$ cat src/rtl/pipeline_ctrl_pkg.sv
// rtl/pipeline_ctrl_pkg.sv - shared state encodings and bubble constants for the pipeline sequencer
package pipeline_ctrl_pkg;

    localparam int NB_STATE = 3;

    typedef enum logic [NB_STATE-1:0] {
        ST_IDLE  = 3'd0,
        ST_RUN   = 3'd1,
        ST_STEP  = 3'd2,
        ST_DRAIN = 3'd3,
        ST_HALT  = 3'd4
    } state_e;

    // Encodings the pipeline registers load when flushed: all-zero word is sll $0,$0,0.
    localparam logic [31:0] NOP_INSTR   = 32'h0000_0000;
    localparam logic        BUBBLE_CTRL = 1'b0;

endpackage

$ cat src/rtl/pipeline_ctrl_if.sv
// rtl/pipeline_ctrl_if.sv - debug, hazard and pipeline-control signal bundle for the sequencer
interface pipeline_ctrl_if #(
    parameter int NB_REG = 5,
    parameter int NB_CNT = 32
);
    logic              i_run;
    logic              i_step;
    logic [NB_REG-1:0] i_ID_rs;
    logic [NB_REG-1:0] i_ID_rt;
    logic              i_EX_mem_read;
    logic [NB_REG-1:0] i_EX_rt;
    logic              i_MEM_branch_taken;
    logic              i_ID_hlt;
    logic              i_WB_hlt;

    logic              o_pipe_en;
    logic              o_pc_en;
    logic              o_IF_ID_en;
    logic              o_IF_ID_flush;
    logic              o_ID_EX_flush;
    logic              o_EX_MEM_flush;
    logic              o_halted;
    logic [2:0]        o_state;
    logic [NB_CNT-1:0] o_cycle_count;
    logic [NB_CNT-1:0] o_stall_count;

    modport master (
        input  i_run, i_step, i_ID_rs, i_ID_rt, i_EX_mem_read, i_EX_rt,
               i_MEM_branch_taken, i_ID_hlt, i_WB_hlt,
        output o_pipe_en, o_pc_en, o_IF_ID_en, o_IF_ID_flush, o_ID_EX_flush,
               o_EX_MEM_flush, o_halted, o_state, o_cycle_count, o_stall_count
    );

    modport slave (
        output i_run, i_step, i_ID_rs, i_ID_rt, i_EX_mem_read, i_EX_rt,
               i_MEM_branch_taken, i_ID_hlt, i_WB_hlt,
        input  o_pipe_en, o_pc_en, o_IF_ID_en, o_IF_ID_flush, o_ID_EX_flush,
               o_EX_MEM_flush, o_halted, o_state, o_cycle_count, o_stall_count
    );

endinterface

$ cat src/rtl/pipeline_ctrl_load_use_detect.sv
// rtl/pipeline_ctrl_load_use_detect.sv - combinational load-use hazard detector (load in EX feeding ID)
module load_use_detect #(
    parameter int NB_REG = 5
) (
    input  logic              i_EX_mem_read,
    input  logic [NB_REG-1:0] i_EX_rt,
    input  logic [NB_REG-1:0] i_ID_rs,
    input  logic [NB_REG-1:0] i_ID_rt,
    output logic              o_stall
);

    // $zero is never a real dependency, so a load targeting it cannot stall.
    assign o_stall = i_EX_mem_read
                   && (i_EX_rt != '0)
                   && ((i_EX_rt == i_ID_rs) || (i_EX_rt == i_ID_rt));

endmodule

$ cat src/rtl/pipeline_ctrl.sv
// rtl/pipeline_ctrl.sv - 5-stage pipeline sequencer; optional stall counter under PIPELINE_CTRL_STALL_COUNT_EN
module pipeline_ctrl
    import pipeline_ctrl_pkg::*;
#(
    parameter int NB_REG = 5,
    parameter int NB_CNT = 32
) (
    input  logic              i_clock,
    input  logic              i_reset,
    pipeline_ctrl_if.master   bus
);

    localparam logic [NB_CNT-1:0] CNT_MAX = '1;
    localparam logic [NB_CNT-1:0] CNT_ONE = {{(NB_CNT-1){1'b0}}, 1'b1};

    state_e            state_q, state_d;
    logic [NB_CNT-1:0] cycle_q, cycle_d;
    logic              load_use;
    logic              stall_apply;

    logic pipe_en, pc_en, if_id_en, if_id_flush, id_ex_flush, ex_mem_flush, halted;

    load_use_detect #(.NB_REG(NB_REG)) u_load_use (
        .i_EX_mem_read (bus.i_EX_mem_read),
        .i_EX_rt       (bus.i_EX_rt),
        .i_ID_rs       (bus.i_ID_rs),
        .i_ID_rt       (bus.i_ID_rt),
        .o_stall       (load_use)
    );

    always_comb begin
        state_d      = state_q;
        pipe_en      = 1'b0;
        pc_en        = 1'b0;
        if_id_en     = 1'b0;
        if_id_flush  = 1'b0;
        id_ex_flush  = 1'b0;
        ex_mem_flush = 1'b0;
        halted       = 1'b0;
        stall_apply  = 1'b0;

        case (state_q)
            ST_IDLE: begin
                if (bus.i_run) begin
                    state_d = ST_RUN;
                end else if (bus.i_step) begin
                    state_d = ST_STEP;
                end
            end

            ST_RUN, ST_STEP: begin
                pipe_en  = 1'b1;
                pc_en    = 1'b1;
                if_id_en = 1'b1;
                // A taken branch squashes everything younger, including a stalled load consumer.
                if (bus.i_MEM_branch_taken) begin
                    if_id_flush  = 1'b1;
                    id_ex_flush  = 1'b1;
                    ex_mem_flush = 1'b1;
                end else if (load_use) begin
                    pc_en       = 1'b0;
                    if_id_en    = 1'b0;
                    id_ex_flush = 1'b1;
                    stall_apply = 1'b1;
                end

                if (bus.i_ID_hlt && !bus.i_MEM_branch_taken && !load_use) begin
                    state_d = ST_DRAIN;
                end else if (state_q == ST_STEP) begin
                    state_d = ST_IDLE;
                end
            end

            ST_DRAIN: begin
                pipe_en     = 1'b1;
                if_id_flush = 1'b1;
                if (bus.i_WB_hlt) begin
                    state_d = ST_HALT;
                end else if (bus.i_MEM_branch_taken) begin
                    // The HLT was fetched down a mispredicted path; resume normal execution.
                    pc_en        = 1'b1;
                    if_id_en     = 1'b1;
                    id_ex_flush  = 1'b1;
                    ex_mem_flush = 1'b1;
                    state_d      = ST_RUN;
                end
            end

            ST_HALT: begin
                halted = 1'b1;
            end

            default: begin
                state_d = ST_IDLE;
            end
        endcase
    end

    assign cycle_d = (pipe_en && (cycle_q != CNT_MAX)) ? cycle_q + CNT_ONE : cycle_q;

    always_ff @(posedge i_clock) begin
        if (i_reset) begin
            state_q <= ST_IDLE;
            cycle_q <= '0;
        end else begin
            state_q <= state_d;
            cycle_q <= cycle_d;
        end
    end

`ifdef PIPELINE_CTRL_STALL_COUNT_EN
    logic [NB_CNT-1:0] stall_q, stall_d;

    assign stall_d = (stall_apply && (stall_q != CNT_MAX)) ? stall_q + CNT_ONE : stall_q;

    always_ff @(posedge i_clock) begin
        if (i_reset) begin
            stall_q <= '0;
        end else begin
            stall_q <= stall_d;
        end
    end

    assign bus.o_stall_count = stall_q;
`else
    logic unused_stall_apply;

    assign unused_stall_apply = stall_apply;
    assign bus.o_stall_count  = '0;
`endif

    assign bus.o_pipe_en      = pipe_en;
    assign bus.o_pc_en        = pc_en;
    assign bus.o_IF_ID_en     = if_id_en;
    assign bus.o_IF_ID_flush  = if_id_flush;
    assign bus.o_ID_EX_flush  = id_ex_flush;
    assign bus.o_EX_MEM_flush = ex_mem_flush;
    assign bus.o_halted       = halted;
    assign bus.o_state        = state_q;
    assign bus.o_cycle_count  = cycle_q;

endmodule

$ cat src/flat_wrapper.sv
// flat-port wrapper written by rule: the top's interface ports become plain ports
module pipeline_ctrl_flat import pipeline_ctrl_pkg::*;
#(
    parameter int NB_REG = 5,
    parameter int NB_CNT = 32
)
  (i_clock, i_reset, bus_i_run, bus_i_step, bus_i_ID_rs, bus_i_ID_rt, bus_i_EX_mem_read, bus_i_EX_rt, bus_i_MEM_branch_taken, bus_i_ID_hlt, bus_i_WB_hlt, bus_o_pipe_en, bus_o_pc_en, bus_o_IF_ID_en, bus_o_IF_ID_flush, bus_o_ID_EX_flush, bus_o_EX_MEM_flush, bus_o_halted, bus_o_state, bus_o_cycle_count, bus_o_stall_count);
  pipeline_ctrl_if #(.NB_REG(NB_REG), .NB_CNT(NB_CNT)) bus_i ();
  input  logic i_clock;
  input  logic i_reset;
  input wire logic [$bits(bus_i.i_run)-1:0] bus_i_run;
  input wire logic [$bits(bus_i.i_step)-1:0] bus_i_step;
  input wire logic [$bits(bus_i.i_ID_rs)-1:0] bus_i_ID_rs;
  input wire logic [$bits(bus_i.i_ID_rt)-1:0] bus_i_ID_rt;
  input wire logic [$bits(bus_i.i_EX_mem_read)-1:0] bus_i_EX_mem_read;
  input wire logic [$bits(bus_i.i_EX_rt)-1:0] bus_i_EX_rt;
  input wire logic [$bits(bus_i.i_MEM_branch_taken)-1:0] bus_i_MEM_branch_taken;
  input wire logic [$bits(bus_i.i_ID_hlt)-1:0] bus_i_ID_hlt;
  input wire logic [$bits(bus_i.i_WB_hlt)-1:0] bus_i_WB_hlt;
  output wire logic [$bits(bus_i.o_pipe_en)-1:0] bus_o_pipe_en;
  output wire logic [$bits(bus_i.o_pc_en)-1:0] bus_o_pc_en;
  output wire logic [$bits(bus_i.o_IF_ID_en)-1:0] bus_o_IF_ID_en;
  output wire logic [$bits(bus_i.o_IF_ID_flush)-1:0] bus_o_IF_ID_flush;
  output wire logic [$bits(bus_i.o_ID_EX_flush)-1:0] bus_o_ID_EX_flush;
  output wire logic [$bits(bus_i.o_EX_MEM_flush)-1:0] bus_o_EX_MEM_flush;
  output wire logic [$bits(bus_i.o_halted)-1:0] bus_o_halted;
  output wire logic [$bits(bus_i.o_state)-1:0] bus_o_state;
  output wire logic [$bits(bus_i.o_cycle_count)-1:0] bus_o_cycle_count;
  output wire logic [$bits(bus_i.o_stall_count)-1:0] bus_o_stall_count;
  assign bus_i.i_run = bus_i_run;
  assign bus_i.i_step = bus_i_step;
  assign bus_i.i_ID_rs = bus_i_ID_rs;
  assign bus_i.i_ID_rt = bus_i_ID_rt;
  assign bus_i.i_EX_mem_read = bus_i_EX_mem_read;
  assign bus_i.i_EX_rt = bus_i_EX_rt;
  assign bus_i.i_MEM_branch_taken = bus_i_MEM_branch_taken;
  assign bus_i.i_ID_hlt = bus_i_ID_hlt;
  assign bus_i.i_WB_hlt = bus_i_WB_hlt;
  assign bus_o_pipe_en = bus_i.o_pipe_en;
  assign bus_o_pc_en = bus_i.o_pc_en;
  assign bus_o_IF_ID_en = bus_i.o_IF_ID_en;
  assign bus_o_IF_ID_flush = bus_i.o_IF_ID_flush;
  assign bus_o_ID_EX_flush = bus_i.o_ID_EX_flush;
  assign bus_o_EX_MEM_flush = bus_i.o_EX_MEM_flush;
  assign bus_o_halted = bus_i.o_halted;
  assign bus_o_state = bus_i.o_state;
  assign bus_o_cycle_count = bus_i.o_cycle_count;
  assign bus_o_stall_count = bus_i.o_stall_count;
  pipeline_ctrl #(.NB_REG(NB_REG), .NB_CNT(NB_CNT)) u_core (.i_clock(i_clock), .i_reset(i_reset), .bus(bus_i));
endmodule
$ cat config.mk
export PLATFORM = sky130hd
export DESIGN_NAME = pipeline_ctrl_flat
export DESIGN_NICKNAME = d
export VERILOG_FILES = /design/src/rtl/pipeline_ctrl_pkg.sv /design/src/rtl/pipeline_ctrl_if.sv /design/src/rtl/pipeline_ctrl_load_use_detect.sv /design/src/rtl/pipeline_ctrl.sv /design/src/flat_wrapper.sv
export SDC_FILE = /design/constraint.sdc
export NUM_CORES = 1
export LEC_CHECK = 0
export BUFFER_PORTS_ARGS = -buffer_cell sky130_fd_sc_hd__buf_2
export CAP_MARGIN = 5
export CORE_UTILIZATION = 48
export CTS_CLUSTER_DIAMETER = 40
export CTS_CLUSTER_SIZE = 10
export DETAILED_ROUTE_END_ITERATION = 10
export GPL_TIMING_DRIVEN = 1
export PLACE_DENSITY = 0.84
export SLEW_MARGIN = 0
export SYNTH_ARGS = -nofsm -noshare
export SYNTH_HDL_FRONTEND = slang
export SYNTH_SLANG_ARGS = --single-unit
$ cat constraint.sdc
create_clock -name i_clock -period 2.2 [get_ports i_clock]
set_input_delay 0.33 -clock i_clock [delete_from_list [all_inputs] [get_ports i_clock]]
set_output_delay 0.33 -clock i_clock [all_outputs]
set_load 0.01 [all_outputs]
# Yosys cells after proc, flatten, opt, wreduce, memory -nomap -nowiden
# Cells that the tools add are included.
# op_classes
n_addsub	1
n_eq_ne	10
muxes	19
bitwise	1
reduce_logical	13
# op_table
operator	n
$add 32x1->32 const B	1
$ne 32x32->1 const B	1
$mux 3	6
$pmux 3 s4	1
$eq 5x5->1	2
$mux 1	8
$pmux 1 s2	4
$eq 3x2->1 const B	2
$ne 3x3->1 const B	2
$logic_and 1x1->1	5
$reduce_bool 5->1	1
$reduce_and 4->1	1
$eq 3x1->1 const B	1
$eq 3x3->1 const B	1
$logic_not 3->1	1
$ne 3x1->1 const B	1
$reduce_or 3->1	1
$logic_not 1->1	2
$reduce_or 2->1	1
$logic_or 1x1->1	1
$not 1->1	1
# totals
register_bits	35
in_bits	23
elab_cells	46

# Longest topological paths before layout
# depth
word_depth	7
depth_mapped	8
ltp_nobuf	6

# Cells and area by module
# From an unflattened synthesis, not the netlist that was laid out.
# hier_totals
hier_cells	288
hier_area_um2	2314.7
# by_module_without_submodules
mod	instances	cells_per_inst	area_per_inst_um2	seq_area_each_um2
pipeline_ctrl	1	271	2189.6	700.7
load_use_detect	1	17	125.1	0.0

# Worst setup path after synthesis
# OpenSTA, ideal clock, no wires.
# synth_timing
path_kind	input to output
startpoint	in bus_i_EX_rt[0]
endpoint	out bus_o_pc_en
t_arrival_ps	1692
t_required_ps	1870
path_slack_ps	178
cell_stages	5
path_cell_list	or4_1 o21ai_0 a21oi_1 o31ai_1 buf_4
# synth_via
elab_chain_cells	6
word_cells_on_any_way	9
classes_between	eq/ne (2); mux (3); reduce/logical (4)
# synth_lines
element	line_no	source
from (decl)	flat_wrapper.sv:16	input wire logic [$bits(bus_i.i_EX_rt)-1:0] bus_i_EX_rt;
$eq 5x5->1 or $reduce_bool 5->1 (tied branches)	pipeline_ctrl_load_use_detect.sv:15, pipeline_ctrl_load_use_detect.sv:14	
$logic_or 1x1->1 or $logic_and 1x1->1 (tied branches)	pipeline_ctrl_load_use_detect.sv:15, pipeline_ctrl_load_use_detect.sv:14	
$logic_and 1x1->1 *	pipeline_ctrl_load_use_detect.sv:15	&& ((i_EX_rt == i_ID_rs) || (i_EX_rt == i_ID_rt));
$mux 1 * (2 in series)	n/a	
$pmux 1 s2 *	n/a	
to (decl)	flat_wrapper.sv:21	output wire logic [$bits(bus_i.o_pc_en)-1:0] bus_o_pc_en;
# Mark *: on every way between the ends. The rest lies on a longest branch, timed or not.

# Final worst setup path
# layout_timing
startpoint	reg u_core.cycle_q[15] (netlist: u_core.bus.o_cycle_count[15])
endpoint	reg u_core.cycle_q[20] (netlist: u_core.bus.o_cycle_count[20])
# layout_via
elab_chain_cells	2
word_cells_on_any_way	3
classes_between	add/sub (1); eq/ne (1); reduce/logical (1)
# layout_lines
element	line_no	source
from (decl)	pipeline_ctrl.sv:17	logic [NB_CNT-1:0] cycle_q, cycle_d;
from (signal assigned)	pipeline_ctrl.sv:107	cycle_q <= cycle_d;
parallel branches: the longest is 2 deep, another holds $add 32x1->32	n/a	
# Several ways; the timed one is not identified.
# A chain may end at the register's enable or synchronous reset.

==> results by group <==
Yosys
  • YS warnings: 0
  • Post-Synthesis Cells: 285
  • Flops & latches, synth: 35
  • Yosys cell types: 57
  • Area contributors post-synth: dfxtp_1, buf_4, xnor2_1
  • Syn Area/Cell: 8.21 um2
  • Area leader, netlist: dfxtp_1
  • Synthesized area: 2340 um2
  • Post-synthesis sequential area ratio: 0.299
  • Share of the synthesized area in the top cell type: 0.299
  • Asr flop ratio synth: 0
  • Post-synth EDFFs: 0
  • Top FF cell, synth: dfxtp_1

STA
  • RSZ-0062 raised after global routing: no
  • Slew @ Worst Pin: 0.545 ns
  • Final setup viols: 0
  • Final worst slack: 0.164 ns
  • Fin crit period: 2.04 ns
  • Layout Skew: 0.00588 ns
  • Final period utilization: 0.925
  • Setup TNS: 0 ns
  • WHS: 0.358 ns
  • Final Hold Fails: 0
  • Fmax: 491 MHz
  • Final Max Tran Viols: 0
  • Slew headroom: 0.635

Critical path
  • CP Launch Type: flop
  • WS Path Type: reg2reg
  • CP Capture Type: flop
  • Worst EP arrival: 2.22 ns
  • Worst EP required: 2.38 ns
  • R2R cell count: 5
  • CP max FO: 17

Global route
  • Gr busiest metal: met2
  • Gr ovfl total: 0
  • Initial antenna violation count: 0
  • GRT met2 Usage: 0.369
  • Global-route wire length before repair: 8630 um
  • GR Layer Usage met3: 0.0436
  • Vias in the first global route: 1952
  • Pin count of the biggest net entering global routing: 30
  • GR Util All Layers: 0.206
  • GRT met1 Usage: 0.255

Power and ir drop
  • Maximum vdd ir drop: 0.340 mV
  • Pwr/cell area: 517 nW/um2
  • Pleak: 1.17 nW

Cells and area
  • Multi-input logic area: 1410 um2
  • Reg area: 701 um2
  • Antenna Cells: 0
  • Syn-to-layout area delta: 14.4%
  • Most common cell after layout, fill and taps aside: buf_2
  • # fillers: 447
  • Share of layout cells above drive strength 1: 0.291
  • Layout Nets: 377
  • Util after Layout: 0.571
  • Most frequent cells in the layout: buf_2, dfxtp_1, conb_1, nor2_1, a21oi_1

Clock network
  • H-tree levels: 2
  • CTS max path bufs: 2
  • CTS Buf Count: 5
  • CTS tree: done
  • Post_cts resized: 0
  • CTS root buffer: clkbuf_8
  • Clock slew at reported path FFs: 0.07 ns
  • Post-CTS Hold Buffers: 0
  • Clock Sinks: 35
  • Worst-Skew Late Latency: 0.28 ns
  • Post-CTS Setup Inserts: 0

Route
  • Vias: 2229
  • Vias per cell: 5.46
  • Detail-routed net length per standard cell: 12.7 um
  • DRC: 0
  • DR pass1 iterations: 4
  • Starting DRC count in detailed routing: 130
  • Final ANT Viol Nets: 0
  • Post-Route WL: 5180 um

Floorplanning
  • Initial Utilization: 0.499
  • Site Rows: 25
  • DIE HEIGHT: 71.8 um
  • Area of the core: 4690 um2
  • IO Pins: 97
  • Total die area: 5160 um2
  • Die Wd: 71.8 um

Outcome
  • Outcome: complete, no violations

Run
  • Max Cap Violations: 0

Placed design
  • Port-buffer cells: 64
  • Worst slack, placed: 0.173 ns
  • GP Congestion: 0.801
  • DP Wirelength: 3820 um

Min path
  • Min-Delay Path Class: in2reg
  • Hold depth: 3
[cells in the mapped netlist (all sizes together), types with 2 or more instances]
| library cell | n |
|---|---|
| clkbuf | 3 |
| and3 | 5 |
| nor4 | 4 |
| nor2 | 24 |
| or3 | 13 |
| or4 | 6 |
| a21oi | 20 |
| inv | 9 |
| or2 | 2 |
| a31o | 2 |
| a21o | 2 |
| nand3 | 15 |
| mux2 | 3 |
| a311oi | 3 |
| nor2b | 3 |
| o31ai | 4 |
| nand4 | 8 |
| xor2 | 6 |
| a31oi | 4 |
| o21ai | 18 |
| o211ai | 3 |
| buf | 38 |
| nand2 | 15 |
| nor3 | 5 |
| xnor2 | 12 |
| nand2b | 4 |
| dfxtp | 35 |
| and4 | 2 |
[through the flow]
step	cell area [um2]	total power, mW	std cells
2_1_floorplan	2460	0.898	316
3_3_place_gp	2590	0.938	400
3_5_place_dp	2590	0.944	400
4_1_cts	2680	1.39	408
5_1_grt	2680	1.45	408
6_report	2680	1.39	408
[layout make-up]
cell class              count  area share
inverters                  10      0.0140
well taps                  54      0.0252
repair buffers             72       0.142
clock inverters             2     0.00467
multi-input cells         229       0.525
flip-flops and latches     35       0.262
clock buffers               6      0.0271
[power by group]
| group | leakage (nW) | total (mW) | internal [mW] | switching (mW) |
|---|---|---|---|---|
| registers | 0.283 | 0.664 | 0.649 | 0.0147 |
| logic | 0.848 | 0.266 | 0.107 | 0.159 |
| clock network | 0.0412 | 0.456 | 0.221 | 0.234 |
| total | 1.17 | 1.39 | 0.977 | 0.408 |
[state kept, by name, summed over array words and instances, names as in the netlist]
signal	cells
u_core.bus.o_state	3
u_core.bus.o_cycle_count	32
[cell families (layout without fill, tap and decap cells)]
logic type                 count (synthesis)  after routing  share of synthesized area
muxes                                      4              4                     0.0187
DFF                                       35             35                      0.299
AOI/OAI and AO/OA                         64             64                      0.181
and+or+nand+nor                          110            110                      0.277
other                                      1             32                    0.00160
buffers and inverters                     52             90                      0.149
xor gates and xnor gates                  18             18                     0.0674
adders and majority gates                  1              1                    0.00535
[path summary, 6_finish.rpt]
path / startpoint / end / slack (ns)
max reg2reg: u_core.bus.o_cycle_count[15]$_SDFFE_PP0P_ / u_core.bus.o_cycle_count[20]$_SDFFE_PP0P_ / 0.16
min reg2reg: u_core.bus.o_cycle_count[19]$_SDFFE_PP0P_ / u_core.bus.o_cycle_count[19]$_SDFFE_PP0P_ / 0.51
max: u_core.bus.o_cycle_count[15]$_SDFFE_PP0P_ / u_core.bus.o_cycle_count[20]$_SDFFE_PP0P_ / 0.16
min: bus_i_ID_hlt / u_core.bus.o_state[1]$_SDFFE_PP0P_ / 0.36
[layer usage]
| metal | share of wire | vias up |
|---|---|---|
| met4 | 0.0060 | 0 |
| met2 | 0.48 | 95 |
| li1 | - | 1096 |
| met5 | 0 | - |
| met3 | 0.071 | 4 |
| met1 | 0.44 | 1034 |
[worst max-delay path, stage by stage, from the launching register on]
cell and delay [ns]:
dfxtp_1 0.44, nand4_4 0.17, or4_4 0.61, o211ai_4 0.42
o311ai_0 0.19, o41ai_1 0.09
No activity file was read; power rests on OpenSTA's default activity.
